==> src/rtl/axi_read_arbiter.sv <==
// ---------------------------------------------------------------------------
// axi_read_arbiter
//
// Round-robin arbiter that shares one downstream AXI4 read port (AR + R)
// among NUM_MASTERS upstream requesters.
//
// The winning AR payload is registered and held bit-exact until the
// downstream slave accepts it. The downstream ARID carries the requester
// index in its top IDX_W bits, so R beats can be routed back by that prefix.
// The number of accepted-but-incomplete bursts is capped at MAX_OUTSTANDING.
//
// Ports:
//   clk, rst              clock (rising edge), synchronous active-high reset
//   s_axi_ar_*            per-requester AR channels, packed with requester i
//                         at slice i; s_axi_ar_ready is one-hot or zero
//   m_axi_ar_*            downstream AR channel, registered payload
//   m_axi_r_*             downstream R channel
//   s_axi_r_valid/ready   per-requester R handshake
//   s_axi_r_data/id/      R payload broadcast to all requesters; the ID has
//     resp/last           the requester-index prefix stripped
// ---------------------------------------------------------------------------
module axi_read_arbiter #(
  parameter int NUM_MASTERS     = 4,
  parameter int AXI_ADDR_WIDTH  = 32,
  parameter int AXI_DATA_WIDTH  = 32,
  parameter int AXI_ID_WIDTH    = 8,
  parameter int MAX_OUTSTANDING = 4,
  localparam int IDX_W          = $clog2(NUM_MASTERS),
  localparam int UID_W          = AXI_ID_WIDTH - IDX_W
) (
  input  logic                                  clk,
  input  logic                                  rst,

  input  logic [NUM_MASTERS-1:0]                s_axi_ar_valid,
  output logic [NUM_MASTERS-1:0]                s_axi_ar_ready,
  input  logic [NUM_MASTERS*AXI_ADDR_WIDTH-1:0] s_axi_ar_addr,
  input  logic [NUM_MASTERS*UID_W-1:0]          s_axi_ar_id,
  input  logic [NUM_MASTERS*8-1:0]              s_axi_ar_len,
  input  logic [NUM_MASTERS*3-1:0]              s_axi_ar_size,
  input  logic [NUM_MASTERS*2-1:0]              s_axi_ar_burst,

  output logic                                  m_axi_ar_valid,
  input  logic                                  m_axi_ar_ready,
  output logic [AXI_ADDR_WIDTH-1:0]             m_axi_ar_addr,
  output logic [AXI_ID_WIDTH-1:0]               m_axi_ar_id,
  output logic [7:0]                            m_axi_ar_len,
  output logic [2:0]                            m_axi_ar_size,
  output logic [1:0]                            m_axi_ar_burst,

  input  logic                                  m_axi_r_valid,
  output logic                                  m_axi_r_ready,
  input  logic [AXI_DATA_WIDTH-1:0]             m_axi_r_data,
  input  logic [AXI_ID_WIDTH-1:0]               m_axi_r_id,
  input  logic [1:0]                            m_axi_r_resp,
  input  logic                                  m_axi_r_last,

  output logic [NUM_MASTERS-1:0]                s_axi_r_valid,
  input  logic [NUM_MASTERS-1:0]                s_axi_r_ready,
  output logic [AXI_DATA_WIDTH-1:0]             s_axi_r_data,
  output logic [UID_W-1:0]                      s_axi_r_id,
  output logic [1:0]                            s_axi_r_resp,
  output logic                                  s_axi_r_last
);

  typedef enum logic {
    IDLE  = 1'b0,
    ISSUE = 1'b1
  } state_t;

  localparam logic [IDX_W:0] NUM_M_W = (IDX_W+1)'(NUM_MASTERS);
  localparam logic [8:0]     MAX_OS_W = 9'(MAX_OUTSTANDING);

  state_t                    state;
  state_t                    state_next;
  logic [IDX_W-1:0]          rr_ptr;
  logic [IDX_W-1:0]          rr_ptr_next;
  logic [7:0]                out_cnt;

  logic [AXI_ADDR_WIDTH-1:0] ar_addr_q;
  logic [AXI_ID_WIDTH-1:0]   ar_id_q;
  logic [7:0]                ar_len_q;
  logic [2:0]                ar_size_q;
  logic [1:0]                ar_burst_q;

  logic [8:0]                pending;
  logic                      can_issue;
  logic                      dn_fire;
  logic                      accept_open;
  logic                      up_fire;
  logic                      r_last_fire;

  logic [NUM_MASTERS-1:0]    rot_valid;
  logic                      grant_found;
  logic [IDX_W-1:0]          grant_off;
  logic [IDX_W:0]            grant_sum;
  logic [IDX_W:0]            ptr_sum;
  logic [IDX_W-1:0]          grant_idx;

  logic [AXI_ADDR_WIDTH-1:0] sel_addr;
  logic [UID_W-1:0]          sel_uid;
  logic [7:0]                sel_len;
  logic [2:0]                sel_size;
  logic [1:0]                sel_burst;

  logic [IDX_W-1:0]          r_idx;

  // The request sitting in ISSUE has not been counted in out_cnt yet, but it
  // must still count against the cap or one extra burst could slip through.
  always_comb begin
    pending     = {1'b0, out_cnt} + {8'b0, (state == ISSUE)};
    can_issue   = (pending < MAX_OS_W);
    dn_fire     = (state == ISSUE) && m_axi_ar_ready;
    accept_open = !rst && can_issue && ((state == IDLE) || dn_fire);
    up_fire     = accept_open && grant_found;
  end

  // Round-robin search: rotate the valid vector so that rr_ptr lands on
  // bit 0, take the lowest set bit, then rotate the offset back into a
  // requester index. The descending loop leaves the lowest hit last.
  always_comb begin
    rot_valid   = NUM_MASTERS'({s_axi_ar_valid, s_axi_ar_valid} >> rr_ptr);
    grant_found = 1'b0;
    grant_off   = '0;
    for (int k = NUM_MASTERS - 1; k >= 0; k--) begin
      if (rot_valid[k]) begin
        grant_found = 1'b1;
        grant_off   = k[IDX_W-1:0];
      end
    end

    grant_sum = {1'b0, rr_ptr} + {1'b0, grant_off};
    if (grant_sum >= NUM_M_W) begin
      grant_sum = grant_sum - NUM_M_W;
    end
    grant_idx = grant_sum[IDX_W-1:0];

    ptr_sum = {1'b0, grant_idx} + {{IDX_W{1'b0}}, 1'b1};
    if (ptr_sum >= NUM_M_W) begin
      ptr_sum = ptr_sum - NUM_M_W;
    end
    rr_ptr_next = ptr_sum[IDX_W-1:0];
  end

  // Select the winner's payload slice and raise its ready bit. The ready is
  // combinational so the requester handshakes in the same cycle it wins.
  always_comb begin
    s_axi_ar_ready = '0;
    sel_addr       = '0;
    sel_uid        = '0;
    sel_len        = '0;
    sel_size       = '0;
    sel_burst      = '0;
    for (int i = 0; i < NUM_MASTERS; i++) begin
      if (grant_idx == i[IDX_W-1:0]) begin
        s_axi_ar_ready[i] = up_fire;
        sel_addr          = s_axi_ar_addr[i*AXI_ADDR_WIDTH +: AXI_ADDR_WIDTH];
        sel_uid           = s_axi_ar_id[i*UID_W +: UID_W];
        sel_len           = s_axi_ar_len[i*8 +: 8];
        sel_size          = s_axi_ar_size[i*3 +: 3];
        sel_burst         = s_axi_ar_burst[i*2 +: 2];
      end
    end
  end

  // State register.
  always_ff @(posedge clk) begin
    if (rst) begin
      state <= IDLE;
    end else begin
      state <= state_next;
    end
  end

  // A new grant always lands in ISSUE, which also covers the back-to-back
  // case where the previous payload is accepted in the same cycle.
  always_comb begin
    state_next = state;
    if (up_fire) begin
      state_next = ISSUE;
    end else if (dn_fire) begin
      state_next = IDLE;
    end
  end

  assign m_axi_ar_valid = (state == ISSUE);

  // Payload and round-robin pointer only change on an upstream handshake,
  // so a stalled ISSUE keeps the payload bit-exact.
  always_ff @(posedge clk) begin
    if (rst) begin
      ar_addr_q  <= '0;
      ar_id_q    <= '0;
      ar_len_q   <= '0;
      ar_size_q  <= '0;
      ar_burst_q <= '0;
      rr_ptr     <= '0;
    end else if (up_fire) begin
      ar_addr_q  <= sel_addr;
      ar_id_q    <= {grant_idx, sel_uid};
      ar_len_q   <= sel_len;
      ar_size_q  <= sel_size;
      ar_burst_q <= sel_burst;
      rr_ptr     <= rr_ptr_next;
    end
  end

  assign m_axi_ar_addr  = ar_addr_q;
  assign m_axi_ar_id    = ar_id_q;
  assign m_axi_ar_len   = ar_len_q;
  assign m_axi_ar_size  = ar_size_q;
  assign m_axi_ar_burst = ar_burst_q;

  // Outstanding-burst counter. A stray last beat with nothing outstanding
  // is ignored so the count cannot wrap below zero.
  assign r_last_fire = m_axi_r_valid && m_axi_r_ready && m_axi_r_last &&
                       (out_cnt != 8'd0);

  always_ff @(posedge clk) begin
    if (rst) begin
      out_cnt <= 8'd0;
    end else begin
      case ({dn_fire, r_last_fire})
        2'b10:   out_cnt <= out_cnt + 8'd1;
        2'b01:   out_cnt <= out_cnt - 8'd1;
        default: out_cnt <= out_cnt;
      endcase
    end
  end

  // R routing by the ID prefix. A prefix that matches no requester leaves
  // every upstream valid low and keeps ready high so the beat is drained.
  assign r_idx = m_axi_r_id[AXI_ID_WIDTH-1 -: IDX_W];

  always_comb begin
    s_axi_r_valid = '0;
    m_axi_r_ready = 1'b1;
    for (int i = 0; i < NUM_MASTERS; i++) begin
      if (r_idx == i[IDX_W-1:0]) begin
        s_axi_r_valid[i] = m_axi_r_valid;
        m_axi_r_ready    = s_axi_r_ready[i];
      end
    end
  end

  assign s_axi_r_data = m_axi_r_data;
  assign s_axi_r_id   = m_axi_r_id[UID_W-1:0];
  assign s_axi_r_resp = m_axi_r_resp;
  assign s_axi_r_last = m_axi_r_last;

endmodule

==> config.mk <==
export PLATFORM = sky130hd
export DESIGN_NAME = axi_read_arbiter
export DESIGN_NICKNAME = d
export VERILOG_FILES = /design/src/rtl/axi_read_arbiter.sv
export SDC_FILE = /design/constraint.sdc
export NUM_CORES = 1
export LEC_CHECK = 0
export ABC_AREA = 1
export CAP_MARGIN = 20
export CORE_AREA = 5 5 138 140
export CTS_BUF_LIST = sky130_fd_sc_hd__clkbuf_8
export DETAILED_ROUTE_END_ITERATION = 12
export DIE_AREA = 0 0 143 145
export PLACE_DENSITY = 0.77
export SLEW_MARGIN = 40
export SYNTH_ARGS = -nofsm -noshare
export SYNTH_HDL_FRONTEND = slang
export SYNTH_SLANG_ARGS = --single-unit
==> constraint.sdc <==
create_clock -name clk -period 5.3 [get_ports clk]
set_clock_uncertainty 0.1 [all_clocks]
set_input_delay 1.06 -clock clk [delete_from_list [all_inputs] [get_ports clk]]
set_output_delay 1.06 -clock clk [all_outputs]
set_load 0.01 [all_outputs]
# --- After elaboration in Yosys (flattened, before gate mapping) ---
# Index checks and enable logic that the tools add are counted.
totals:
  reg_bits: 64
  out_inout_bits: 104
  wordCells: 87
op_classes:
  n_shift: 1
  n_reduce_logical: 14
  mux: 45
  n_bitwise: 1
  addsub: 7
  magnitude_cmp: 3
  n_eq_ne: 8
op_table:
  columns: ["op", "n"]
  rows:
  - ["32-bit two-way mux", 4]
  - ["8-bit two-way mux", 4]
  - ["6-bit two-way mux", 4]
  - ["2-bit two-way mux", 10]
  - ["1-bit two-way mux", 18]
  - ["8-bit case mux with 2 select lines", 1]
  - ["3-bit two-way mux", 4]
  - ["2-bit equality test (second input constant)", 5]
  - ["8-bit by 1-bit adder with 9-bit output", 1]
  - ["9-bit by 3-bit less-than comparator with 1-bit output (second input constant)", 1]
  - ["8-bit by 1-bit adder with 8-bit output (second input constant)", 1]
  - ["8-bit nonzero test", 1]
  - ["8-bit by 2-bit right shift with 4-bit output", 1]
  - ["8-bit by 1-bit subtractor with 8-bit output (second input constant)", 1]
  - ["1-bit logical AND", 7]
  - ["2-bit by 1-bit equality test with 1-bit output (second input constant)", 3]
  - ["3-bit greater-or-equal comparator (second input constant)", 2]
  - ["2-bit zero test", 2]
  - ["2-bit nonzero test", 2]
  - ["2-bit by 1-bit subtractor with 2-bit output (second input constant)", 2]
  - ["2-bit by 1-bit adder with 3-bit output (second input constant)", 1]
  - ["2-bit by 2-bit adder with 3-bit output", 1]
  - ["1-bit zero test", 1]
  - ["1-bit logical OR", 1]
  - ["1-bit inverter", 1]

# --- Longest topological paths before layout ---
depth:
  ltp_word: 13
  mapped_depth: 24
  mapped_depth_nobuf: 22

# --- Least setup slack after synthesis ---
# Ideal clock, no wire load.
synth_path:
  path_type: "input-to-output"
  start: "input s_axi_ar_valid[1]"
  end: "output s_axi_ar_ready[1]"
  n_path_buf: 2
  stages: 16
  slack_ns: 1.092
  arrival_ns: 3.048
  required_ns: 4.140
  path_cell_list: "nand2_1 nand3_1 nand2_1 nand3_1 a21boi_0 ha_1 xor2_1 inv_1 nand3_1 nand2_1 inv_1 ha_1 clkbuf_1 clkinv_1 clkbuf_1 nor2_1"
synth_via:
  elab_chain_cells: 10
  elab_cells_between_ends: 16
synth_lines:
  columns: ["item", "line", "source"]
  rows:
  - ["start, declared", "34", "input logic [NUM_MASTERS-1:0] s_axi_ar_valid,"]
  - ["8-bit by 2-bit right shift with 4-bit output *", "121", "rot_valid = NUM_MASTERS'({s_axi_ar_valid, s_axi_ar_valid} >> rr_ptr);"]
  - ["2-bit two-way mux (3 in series)", "125", "if (rot_valid[k]) begin"]
  - ["2-bit two-way mux *", "125", null]
  - ["2-bit by 2-bit adder with 3-bit output *", "131", "grant_sum = {1'b0, rr_ptr} + {1'b0, grant_off};"]
  - ["3-bit greater-or-equal comparator or 2-bit by 1-bit subtractor with 2-bit output (tied branches)", "132, 133", null]
  - ["2-bit two-way mux *", "132", "if (grant_sum >= NUM_M_W) begin"]
  - ["named net grant_sum[1]", "95", "logic [IDX_W:0] grant_sum;"]
  - ["2-bit by 1-bit equality test with 1-bit output *", "154", "if (grant_idx == i[IDX_W-1:0]) begin"]
  - ["1-bit two-way mux *", "154", null]
  - ["end, declared", "35", "output logic [NUM_MASTERS-1:0] s_axi_ar_ready,"]
# Mark *: on every way through the listed nets, which the timed path passes. The rest lies on a longest branch.

# --- Final worst setup path ---
layout_path:
  start: "input s_axi_ar_valid[2]"
  end: "output s_axi_ar_ready[1]"
# Same word-level chain as after synthesis.

==> summary.md <==
| Metric | Value |
|---|---|
| Hold WC Path Type | `reg2reg` |
| Hold Vio Cnt, Final | `0` |
| Slew @ Worst Pin | `a little under 0.7 ns` |
| WS Path Type | `in2out` |
| GRT Total Usage | `0.179` |
| Post CTS Setup Buffer Count | `0` |
| # diodes | `0` |
| Cell row count | `49` |
| Largest net degree at the start of global routing | `103` |
| Die Y | `145 um` |
| Power Total | `0.00655 W` |
| NumNets Final | `approximately 1300` |
| Max incr delay on CP | `0.56 ns` |
| Residual DRC | `0` |
| HPWL after detailed placement | `15.0 mm` |
| Root Buffer | `clkbuf_8` |
| Fin cells | `1290` |
| Seq/Total Area, Yosys | `0.254` |
| Initial antenna violation count | `0` |
| Post-Synthesis Mean Instance Area | `5.91 sq um` |
| Synthesized cell area | `0.00505 sq mm` |
| Maximum VDD drop | `0.000967 V` |
| Average routed wire per standard cell | `15.2 um` |
| Cells after DPL | `1274` |
| Cell mode on critical path | `nand2_1` |
| H-tree Lvls | `3` |
| RD Place Congestion | `0.886` |
| Syn-to-layout area delta | `55.9%` |
| Post-route antenna net violation count | `0` |
| Yosys top cell by area | `dfxtp_1` |
| Worst-path clk slew | `0.07 ns` |
| Seq cells post-synth | `64` |
| Crit path max-delay cell type | `clkdlybuf4s50_1` |
| Die ar. | `a little over 0.02 sq mm` |
| Initial core utilization | `0.285` |
| Synth top area cells | `dfxtp_1 (25%), nand2_1 (19%), o21ai_0 (8.5%)` |
| Worst hold slack | `0.378 ns` |
| Slew Limit Fails | `0` |
| TNS Setup | `0 ns` |
| FMAX | `between 200 and 250 MHz` |
| CTS sink count | `between 60 and 70` |
| Vias in the first global route | `5659` |
| Crit start category | `input pin` |
| Share of layout cells above drive strength 1 | `0.0594` |
| Post-Syn Instances | `855` |
| Critical path arrival | `3.73 ns` |
| CP Capture Type | `output port` |
| Vias | `6020` |
| Router iterations before antenna repair | `7` |
| Relative slew slack | `0.543` |
| Quantity of gates resized following cts | `0` |
| MaxCap Viol Count | `0` |
| Cts bufs inserted | `9` |
| Warnings from Yosys | `0` |
| Die width | `143 um` |
| Hold_buf cts | `0` |
| First-pass GRT wire length | `~30 mm` |
| Yosys cell types | `33` |
| Worst path cell trace | `clkdlybuf4s50_1, nand2_1, nand3_1, nand2_1, a21boi_0, ha_1, xor2_1, inv_1, nand3_1, nand2_1, inv_1, ha_2, clkinv_1, nor2_1, clkdlybuf4s50_1` |
| Vias per std cell | `4.67` |
| Leakage Power | `3.47 nW` |
| Total wire length | `19.6 mm` |
| Clk buf depth | `2` |
| Post-route clock period utilization | `0.922` |
| Fin crit period | `between 4 and 5 ns` |
| Grt ovf | `0` |
| RSZ-0062 raised after global routing | `false` |
| CP top delay family | `buffers and inverters` |
| I/O Buffers | `282` |
| Number of DRC markers in iteration 0 | `around 350` |
| # IOs | `363` |
| Share of the synthesized area in the top cell type | `0.254` |
| CTS tree | `yes` |
| WP buf/inv | `5` |
| Worst-path fanout max | `4` |
| Final setup fails | `0` |
| Cell Pwr Density | `831 mW/mm^2` |
| Mapped Nets | `1127` |
| Worst EP required | `4.14 ns` |
| Core ar. | `0.0177 sq mm` |
| Status | `completed` |
| Clk_lat worst skew | `around 0.34 ns` |
-- worst register-to-register path, delay by kind of cell, from the launching register on --
kind / cells / cell delay [ns]
buffers and inverters: 4 / 0.75
AND/OR/NAND/NOR: 12 / 1.23
XOR/XNOR: 1 / 0.19
flip-flops: 1 / 0.49
AO/OA/AOI/OAI: 3 / 0.41
adder cells (fa/ha/maj): 2 / 0.38
-- layout make-up --
class | count | area [sq um]
fill | 1831 | 9840
multi-input combinational | 651 | 3040
timing repair buffer | 290 | 2900
sequential | 64 | 1280
tap | 229 | 287
inverter | 40 | 150
clock buffer | 10 | 138
clock inverter | 6 | 76.3
-- state kept, by name, summed over array words and instances (netlist names) --
name,flops
m_axi_ar_addr,32
m_axi_ar_len,8
m_axi_ar_burst,2
m_axi_ar_valid,1
m_axi_ar_id,8
out_cnt,8
rr_ptr,2
m_axi_ar_size,3
-- power breakdown --
part | internal (W) | leakage (nW) | switching, W
Sequential | 0.000720 | 0.527 | 0.000152
Clock | 0.000272 | 0.120 | 0.000195
Combinational | 0.00195 | 2.83 | 0.00326
-- logic make-up (layout without fill, tap and decap cells) --
family / after synthesis / in the layout / synth area share
xor gates and xnor gates: 4 / 4 / 0.00694
DFF: 64 / 64 / 0.254
adders and majority gates: 13 / 13 / 0.0337
and+or+nand+nor: 457 / 457 / 0.382
buffers and inverters: 140 / 346 / 0.145
AOI/OAI and AO/OA: 177 / 177 / 0.179
-- per-layer routing --
metal / up-vias / share of wire / GRT usage
met1: 2629 / 0.41 / 0.214
met5: - / 0 / 0
met3: 31 / 0.10 / 0.0648
li1: 3110 / - / -
met2: 250 / 0.47 / 0.303
met4: 0 / 0.019 / 0.0447
-- synthesized netlist by cell type (all sizes together) --
master	n
o211ai	2
nor3	5
nand3b	2
a21oi	62
o21a	1
buf	61
or2	1
xnor2	1
xor2	3
nand3	70
clkinv	1
o21ai	109
inv	39
nor2	126
a21boi	1
nand2	252
dfxtp	64
o2111ai	1
clkbuf	39
nand4	1
fa	1
o21bai	1
ha	12
-- path summary, 6_finish.rpt --
path | from | to | slack, ns | cells past startpoint
worst max register to register | rr_ptr[0] | m_axi_ar_addr[25] | 1.69 | 22
worst max-delay path | s_axi_ar_valid[2] | s_axi_ar_ready[1] | 0.41 | 15
worst min-delay path | m_axi_ar_id[6] | m_axi_ar_id[6] | 0.38 | 2
worst min register to register | m_axi_ar_id[6] | m_axi_ar_id[6] | 0.38 | 2
-- through the flow --
stage,utilization,setup slack [ns],cell area (sq um)
floorplan,-,1.09,5050
global placement,0.432,0.543,7660
detailed placement,0.432,0.465,7660
CTS,0.444,0.444,7870
global route,0.444,0.142,7870
finish,0.444,0.411,7870
-- layout by cell type (no fill, tap or decap), drive strengths merged, types with 2 or more instances in the layout --
master	instances
clkdlybuf4s50	282
xor2	3
nand3b	2
nor2	126
o211ai	2
dfxtp	64
clkinv	2
a21oi	62
nand3	70
o21ai	109
nor3	5
inv	42
nand2	252
ha	12
bufinv	2
clkbuf	10
buf	8
Note: power is estimated with default switching activity, not from simulation.
